File: config.mk
export PLATFORM = sky130hd
export DESIGN_NAME = t02_lcd_ctrl
export DESIGN_NICKNAME = d
export VERILOG_FILES = /design/src/rtl/t02_lcd_pkg.sv /design/src/rtl/t02_lcd_slot_timer.sv /design/src/rtl/t02_lcd_ctrl.sv
export SDC_FILE = /design/constraint.sdc
export NUM_CORES = 1
export LEC_CHECK = 0
export BUFFER_PORTS_ARGS = -buffer_cell sky130_fd_sc_hd__buf_2
export CAP_MARGIN = 20
export CELL_PAD_IN_SITES_DETAIL_PLACEMENT = 0
export CELL_PAD_IN_SITES_GLOBAL_PLACEMENT = 1
export CORE_ASPECT_RATIO = 0.5
export CORE_MARGIN = 4
export CORE_UTILIZATION = 40
export CTS_CLUSTER_DIAMETER = 30
export DETAILED_ROUTE_END_ITERATION = 10
export PLACE_DENSITY = 0.8
export SLEW_MARGIN = 30
export SYNTH_ARGS = -nofsm -noshare
export SYNTH_HDL_FRONTEND = slang
export SYNTH_SLANG_ARGS = --single-unit
File: constraint.sdc
create_clock -name clk -period 23 [get_ports clk]
set_input_delay 0 -clock clk [delete_from_list [all_inputs] [get_ports clk]]
set_output_delay 0 -clock clk [all_outputs]
set_load 0.02 [all_outputs]
File: src/rtl/t02_lcd_pkg.sv
// Shared types and constants for the character-LCD refresh controller.
package t02_lcd_pkg;

  typedef enum logic [2:0] {
    ST_PWRUP,
    ST_INIT,
    ST_ADDR,
    ST_CHAR,
    ST_IDLE
  } lcd_state_t;

  localparam logic [7:0] CMD_FUNC8_1L = 8'h30;
  localparam logic [7:0] CMD_FUNC8_2L = 8'h38;
  localparam logic [7:0] CMD_FUNC4_1L = 8'h20;
  localparam logic [7:0] CMD_FUNC4_2L = 8'h28;
  localparam logic [7:0] CMD_DISP_OFF = 8'h08;
  localparam logic [7:0] CMD_CLEAR    = 8'h01;
  localparam logic [7:0] CMD_ENTRY    = 8'h06;
  localparam logic [7:0] CMD_DISP_ON  = 8'h0C;
  localparam logic [7:0] BOOT_NIB_3   = 8'h30;
  localparam logic [7:0] BOOT_NIB_2   = 8'h20;

  // 4-bit mode prepends four bootstrap nibbles (steps 0..3) ahead of the byte commands.
  function automatic logic [7:0] init_cmd(input logic [3:0] step, input logic bus4,
                                          input logic multi_row);
    logic [3:0] idx;
    if (bus4 && step < 4'd4) return (step == 4'd3) ? BOOT_NIB_2 : BOOT_NIB_3;
    idx = bus4 ? step - 4'd4 : step;
    case (idx)
      4'd0:    return bus4 ? (multi_row ? CMD_FUNC4_2L : CMD_FUNC4_1L)
                           : (multi_row ? CMD_FUNC8_2L : CMD_FUNC8_1L);
      4'd1:    return CMD_DISP_OFF;
      4'd2:    return CMD_CLEAR;
      4'd3:    return CMD_ENTRY;
      default: return CMD_DISP_ON;
    endcase
  endfunction

  function automatic logic [7:0] row_base(input logic [1:0] row, input logic [7:0] cols);
    case (row)
      2'd0:    return 8'h80;
      2'd1:    return 8'hC0;
      2'd2:    return 8'h80 + cols;
      default: return 8'hC0 + cols;
    endcase
  endfunction

endpackage

File: src/rtl/t02_lcd_slot_timer.sv
// Free-running transfer-slot counter with slot boundary and enable-window decodes.
module t02_lcd_slot_timer #(
  parameter int unsigned CLK_DIV = 20000
) (
  input  logic clk,
  input  logic rst,
  output logic slot_start,
  output logic slot_last,
  output logic en_window
);

  localparam int unsigned CW = $clog2(CLK_DIV);

  logic [CW-1:0] count;

  always_ff @(posedge clk or posedge rst) begin
    if (rst)                             count <= '0;
    else if (count == CW'(CLK_DIV - 1))  count <= '0;
    else                                 count <= count + CW'(1);
  end

  assign slot_start = (count == '0);
  assign slot_last  = (count == CW'(CLK_DIV - 1));
  assign en_window  = (count >= CW'(CLK_DIV / 4)) && (count < CW'(3 * CLK_DIV / 4));

endmodule

File: src/rtl/t02_lcd_ctrl.sv
// HD44780-style LCD controller: power-up wait, init sequence, then framed refresh of text.
module t02_lcd_ctrl
  import t02_lcd_pkg::*;
#(
  parameter int unsigned CLK_DIV     = 20000,
  parameter int unsigned PWRUP_SLOTS = 10,
  parameter int unsigned ROWS        = 2,
  parameter int unsigned COLS        = 16,
  parameter int unsigned BUS4        = 0
) (
  input  logic                      clk,
  input  logic                      rst,
  input  logic [ROWS*COLS*8-1:0]    text,
  input  logic                      refresh_mode,
  input  logic                      refresh_req,
  output logic                      lcd_en,
  output logic                      lcd_rw,
  output logic                      lcd_rs,
  output logic [7:0]                lcd_data,
  output logic                      busy,
  output logic                      frame_done
);

  localparam int unsigned TW        = ROWS * COLS * 8;
  localparam int unsigned PW        = $clog2(PWRUP_SLOTS + 2);
  localparam int unsigned RW        = (ROWS > 1) ? $clog2(ROWS) : 1;
  localparam int unsigned CW        = $clog2(COLS);
  localparam logic        NIB       = (BUS4 != 0);
  localparam logic        MULTI     = (ROWS > 1);
  localparam logic [3:0]  INIT_LAST = NIB ? 4'd8 : 4'd4;

  lcd_state_t     state, n_state;
  logic [PW-1:0]  pwr_cnt;
  logic [3:0]     step, n_step;
  logic [RW-1:0]  row, n_row;
  logic [CW-1:0]  col, n_col;
  logic [TW-1:0]  snap;
  logic [3:0]     lo_nib;
  logic           split, pending;
  logic           slot_start, slot_last, en_window;
  logic           emit, n_rs, start, boot_nib;
  logic [7:0]     n_byte;

  t02_lcd_slot_timer #(.CLK_DIV(CLK_DIV)) u_timer (
    .clk        (clk),
    .rst        (rst),
    .slot_start (slot_start),
    .slot_last  (slot_last),
    .en_window  (en_window)
  );

  // Decodes the slot that follows the current one; applied only on a slot boundary.
  always_comb begin
    n_state  = state;
    n_step   = step;
    n_row    = row;
    n_col    = col;
    emit     = 1'b0;
    n_rs     = 1'b0;
    n_byte   = '0;
    start    = 1'b0;
    boot_nib = 1'b0;
    case (state)
      ST_PWRUP: if (pwr_cnt == PW'(PWRUP_SLOTS)) begin
        n_state = ST_INIT;
        n_step  = '0;
        emit    = 1'b1;
      end
      ST_INIT: begin
        if (step == INIT_LAST) start = 1'b1;
        else begin
          n_step = step + 4'd1;
          emit   = 1'b1;
        end
      end
      ST_ADDR: begin
        n_state = ST_CHAR;
        n_col   = '0;
        emit    = 1'b1;
        n_rs    = 1'b1;
        n_byte  = snap[TW-1 -: 8];
      end
      ST_CHAR: begin
        if (col != CW'(COLS - 1)) begin
          n_col  = col + CW'(1);
          emit   = 1'b1;
          n_rs   = 1'b1;
          n_byte = snap[TW-1 -: 8];
        end else if (row != RW'(ROWS - 1)) begin
          n_state = ST_ADDR;
          n_row   = row + RW'(1);
          emit    = 1'b1;
          n_byte  = row_base(2'(n_row), 8'(COLS));
        end else if (refresh_mode || pending) begin
          start = 1'b1;
        end else begin
          n_state = ST_IDLE;
        end
      end
      ST_IDLE: if (pending) start = 1'b1;
      default: n_state = ST_PWRUP;
    endcase
    if (n_state == ST_INIT && emit) begin
      n_byte   = init_cmd(n_step, NIB, MULTI);
      boot_nib = NIB && (n_step < 4'd4);
    end
    if (start) begin
      n_state = ST_ADDR;
      n_row   = '0;
      emit    = 1'b1;
      n_rs    = 1'b0;
      n_byte  = row_base(2'd0, 8'(COLS));
    end
  end

  always_ff @(posedge clk or posedge rst) begin
    if (rst) begin
      state      <= ST_PWRUP;
      pwr_cnt    <= '0;
      step       <= '0;
      row        <= '0;
      col        <= '0;
      snap       <= '0;
      lo_nib     <= '0;
      split      <= 1'b0;
      pending    <= 1'b0;
      lcd_rs     <= 1'b0;
      lcd_data   <= '0;
      busy       <= 1'b1;
      frame_done <= 1'b0;
    end else begin
      frame_done <= slot_last && !split && state == ST_CHAR &&
                    row == RW'(ROWS - 1) && col == CW'(COLS - 1);
      if (slot_start && !split && start) pending <= 1'b0;
      else if (refresh_req)              pending <= 1'b1;
      if (slot_start) begin
        if (split) begin
          split    <= 1'b0;
          lcd_data <= {lo_nib, 4'h0};
        end else begin
          state <= n_state;
          step  <= n_step;
          row   <= n_row;
          col   <= n_col;
          if (state == ST_PWRUP && n_state == ST_PWRUP) pwr_cnt <= pwr_cnt + PW'(1);
          if (emit) begin
            lcd_rs   <= n_rs;
            lo_nib   <= n_byte[3:0];
            split    <= NIB && !boot_nib;
            lcd_data <= NIB ? {n_byte[7:4], 4'h0} : n_byte;
          end
          // The snapshot is consumed MSB-first, one byte per character slot.
          if (start) begin
            snap <= text;
            busy <= 1'b1;
          end else if (n_state == ST_CHAR) begin
            snap <= snap << 8;
          end
          if (n_state == ST_IDLE) busy <= 1'b0;
        end
      end
    end
  end

  assign lcd_en = en_window && (state != ST_PWRUP) && (state != ST_IDLE);
  assign lcd_rw = 1'b0;

endmodule

==> impl_metrics.csv <==
group,metric,value,unit
global_routing,grtUsageTotal,20.0,%
yosys,synth_largest_type_area_fraction,52.5,%
die,core_footprint,34800,sq um
placed_design,port-buffer-count,271,
flow_run,cap_viol_max_count,0,
clock_network,cts-root-to-sink-buffers,3,
final_layout,multi_input_area,5950,sq um
pwr,total_power,1.30,mW
yosys,syn_inst,1338,
final_layout,fillerInstances,2934,
placed_design,dp_hpwl,23600,um
critical_path,worst_path_maximum_fanout,92,
sta,tns,0,ns
pwr,worst_ir_drop_vdd,0.0000468,V
die,floorplan.initialDensity,40.9,%
detailed_routing,dr_total_vias,11500,
detailed_routing,routed_via_density,4.86,
yosys,post_synth_num_cell_types,55,
yosys,ys_top_cells_by_area,"dfrtp_1 52%, mux2i_1 17%, nand2_1 7.2%",
yosys,postSynthRegisterBits,299,
sta,finalHoldViolCount,0,
yosys,yosys_warnings,0,
detailed_routing,drtPass1Iterations,5,
hold_path,hp-class,"in -> async",
detailed_routing,routed_wire_length_per_instance,16.3,um
die,die-height,141,um
yosys,mean_instance_size_in_the_synthesized_netlist,10.6,sq um
sta,maxClockFrequency,213,MHz
die,fp.dieW,275,um
die,die_area,38800,sq um
yosys,synth_seq_area_share,52.7,%
critical_path,timing.critical_path.from_type,"flop",
sta,timing.max_slew.rel_slack,33.9,%
critical_path,regToRegStartpoint,"state[0]",
global_routing,pin_count_of_the_biggest_net_entering_global_routing,273,
final_layout,layout_common_cells,"298 x dfrtp_1, 271 x nand2_1, 271 x buf_2",
sta,fin_worst_hold_slack,0.0748,ns
critical_path,endpoint_kind,"flop",
sta,max_slew.worst_pin.slew,0.984,ns
final_layout,drive_gt1_share,19.9,%
global_routing,grt.overflow.total,0,
clock_network,cts-root-buf,"clkbuf_16",
global_routing,first_global_vias,12100,
sta,final_period_minus_worst_setup_slack,4.69,ns
sta,setup_viol_count_final,0,
yosys,synth_area,14200,sq um
sta,finalClockSkew,0.0191,ns
sta,timing_max_transition_violations_final,0,
detailed_routing,dr_iter_0_viols,835,
clock_network,cts.repair.resized,0,
critical_path,critPathLaunch,"state[0]",
final_layout,num-nets-final,2098,
sta,rsz_0062_raised_after_global_routing,"no",
global_routing,grt_pass1_wl,62700,um
yosys,synth_flop_cell,"dfrtp_1",
critical_path,worst_ep_required_time,23.38,ns
die,ios,273,
die,row_count,48,
pwr,leakagePower,8.20,nW
yosys,synth-edff-count,0,
critical_path,number_of_cells_on_the_worst_reg_to_reg_path,8,
clock_network,cts_inserted_buffers,44,
global_routing,initial_antenna_violation_count,14,
clock_network,clkSlewWorstSetupHoldPaths,0.05,ns
critical_path,timing.critical_path.arrival,5.07,ns
final_layout,mostFrequentLayoutCell,"dfrtp_1",
clock_network,cts_sink_cnt,299,
sta,layout_worst_path_cycle_share,20.4,%
pwr,pwr_density_cell,65.7,nW/um^2
clock_network,tritoncts_clock_tree,"done",
detailed_routing,postRouteAntennaNets,0,
yosys,ys_async_rst_share,100,%
final_layout,instances_no_fill,2359,
placed_design,dp_cells,2000,
run_status,status,"finished, final reports clean",
clock_network,worstSkewPairLatency,0.55,ns
clock_network,cts_max_level,2,
yosys,synth_area_leader_cell,"dfrtp_1",
clock_network,cts.repair_timing.setup_buffer_count,0,
final_layout,seq_area,7480,sq um
placed_design,routabilityCongestion,0.788,
detailed_routing,drc,0,
critical_path,worst-setup-path-type,"reg -> reg",
detailed_routing,wl,38500,um
yosys,syn_nets,1605,
final_layout,layout-area-overhead-vs-synth,39.1,%
==> what timing repair did <==
item                                    4_1_cts  5_1_grt
endpoints found under the hold margin       347        0
hold buffers                                258        0
endpoints found under the setup margin        0        0
==> per-layer routing <==
layer  track usage, %  share of wire, %
met5                0                 0
met4             8.41               3.8
met3             3.40               3.6
met2             34.4                51
met1             25.2                42
==> cells by family after synthesis <==
logic type / after synthesis / synth area share (%)
other: 1 / 0.0264
buffers and inverters: 102 / 5.56
adders and majority gates: 7 / 0.616
and+or+nand+nor: 349 / 10.4
xor gates and xnor gates: 16 / 0.986
muxes: 249 / 17.6
AOI/OAI and AO/OA: 315 / 12.2
DFF: 299 / 52.7
==> stage by stage <==
stage               instance area [sq um]  utilization [%]  worst slack (ns)
floorplan                           14200                -             14.74
global placement                    15500             44.6             18.48
detailed placement                  15500             44.7             18.41
CTS                                 19700             56.5             18.39
global route                        19700             56.8             17.90
finish                              19800             56.8             18.31
==> power breakdown <==
group	switching (mW)	total (mW)	internal [mW]
Clock	0.261	0.699	0.438
Sequential	0.00000000000000000486	0.526	0.526
Combinational	0.0268	0.0722	0.0454
==> worst max-delay path: stages (launching register included) <==
cell     delay, ns
dfrtp_1       0.61
nor3b_2       0.55
a32o_1        0.29
or2_4         0.79
buf_12        0.42
buf_16        0.48
buf_4         0.81
mux2i_1       0.27
o21ai_1       0.09
==> registers in the layout (all words and copies together), names as in the netlist <==
register	cells
step	4
state	3
pending	1
u_timer.count	15
row	1
lcd_data	8
pwr_cnt	4
snap	256
col	4
busy	1
frame_done	1
lcd_rs	1
==> cell type report <==
cell class,instances,area share (%)
clock buffer,53,5.95
inverter,10,0.228
timing repair buffer,539,20.7
antenna,18,0.228
sequential,299,37.9
tap,475,3.01
clock inverter,28,1.87
multi-input combinational,937,30.1
==> final timing paths <==
check / slack, ns / to
worst min register to register: 0.48 / lcd_data[6]
worst max register to register: 18.31 / snap[115]
min in group clk: 0.16 / state[0]
worst min-delay path: 0.07 / snap[170]
max in group asynchronous: 20.97 / snap[8]
worst max-delay path: 18.31 / snap[115]
==> Yosys cell counts (7+ instances only) <==
| cell type | count |
|---|---|
| a21oi_1 | 14 |
| a22o_1 | 14 |
| buf_12 | 10 |
| buf_2 | 26 |
| buf_4 | 12 |
| buf_8 | 10 |
| clkbuf_1 | 17 |
| clkbuf_2 | 10 |
| dfrtp_1 | 298 |
| ha_1 | 7 |
| inv_1 | 10 |
| mux2i_1 | 248 |
| nand2_1 | 271 |
| nand3_1 | 10 |
| nor2_1 | 23 |
| nor3_1 | 8 |
| nor4_1 | 7 |
| o21ai_0 | 80 |
| o21ai_1 | 178 |
| xnor2_1 | 9 |
| xor2_1 | 7 |
Power figures use the tool's default switching activity.
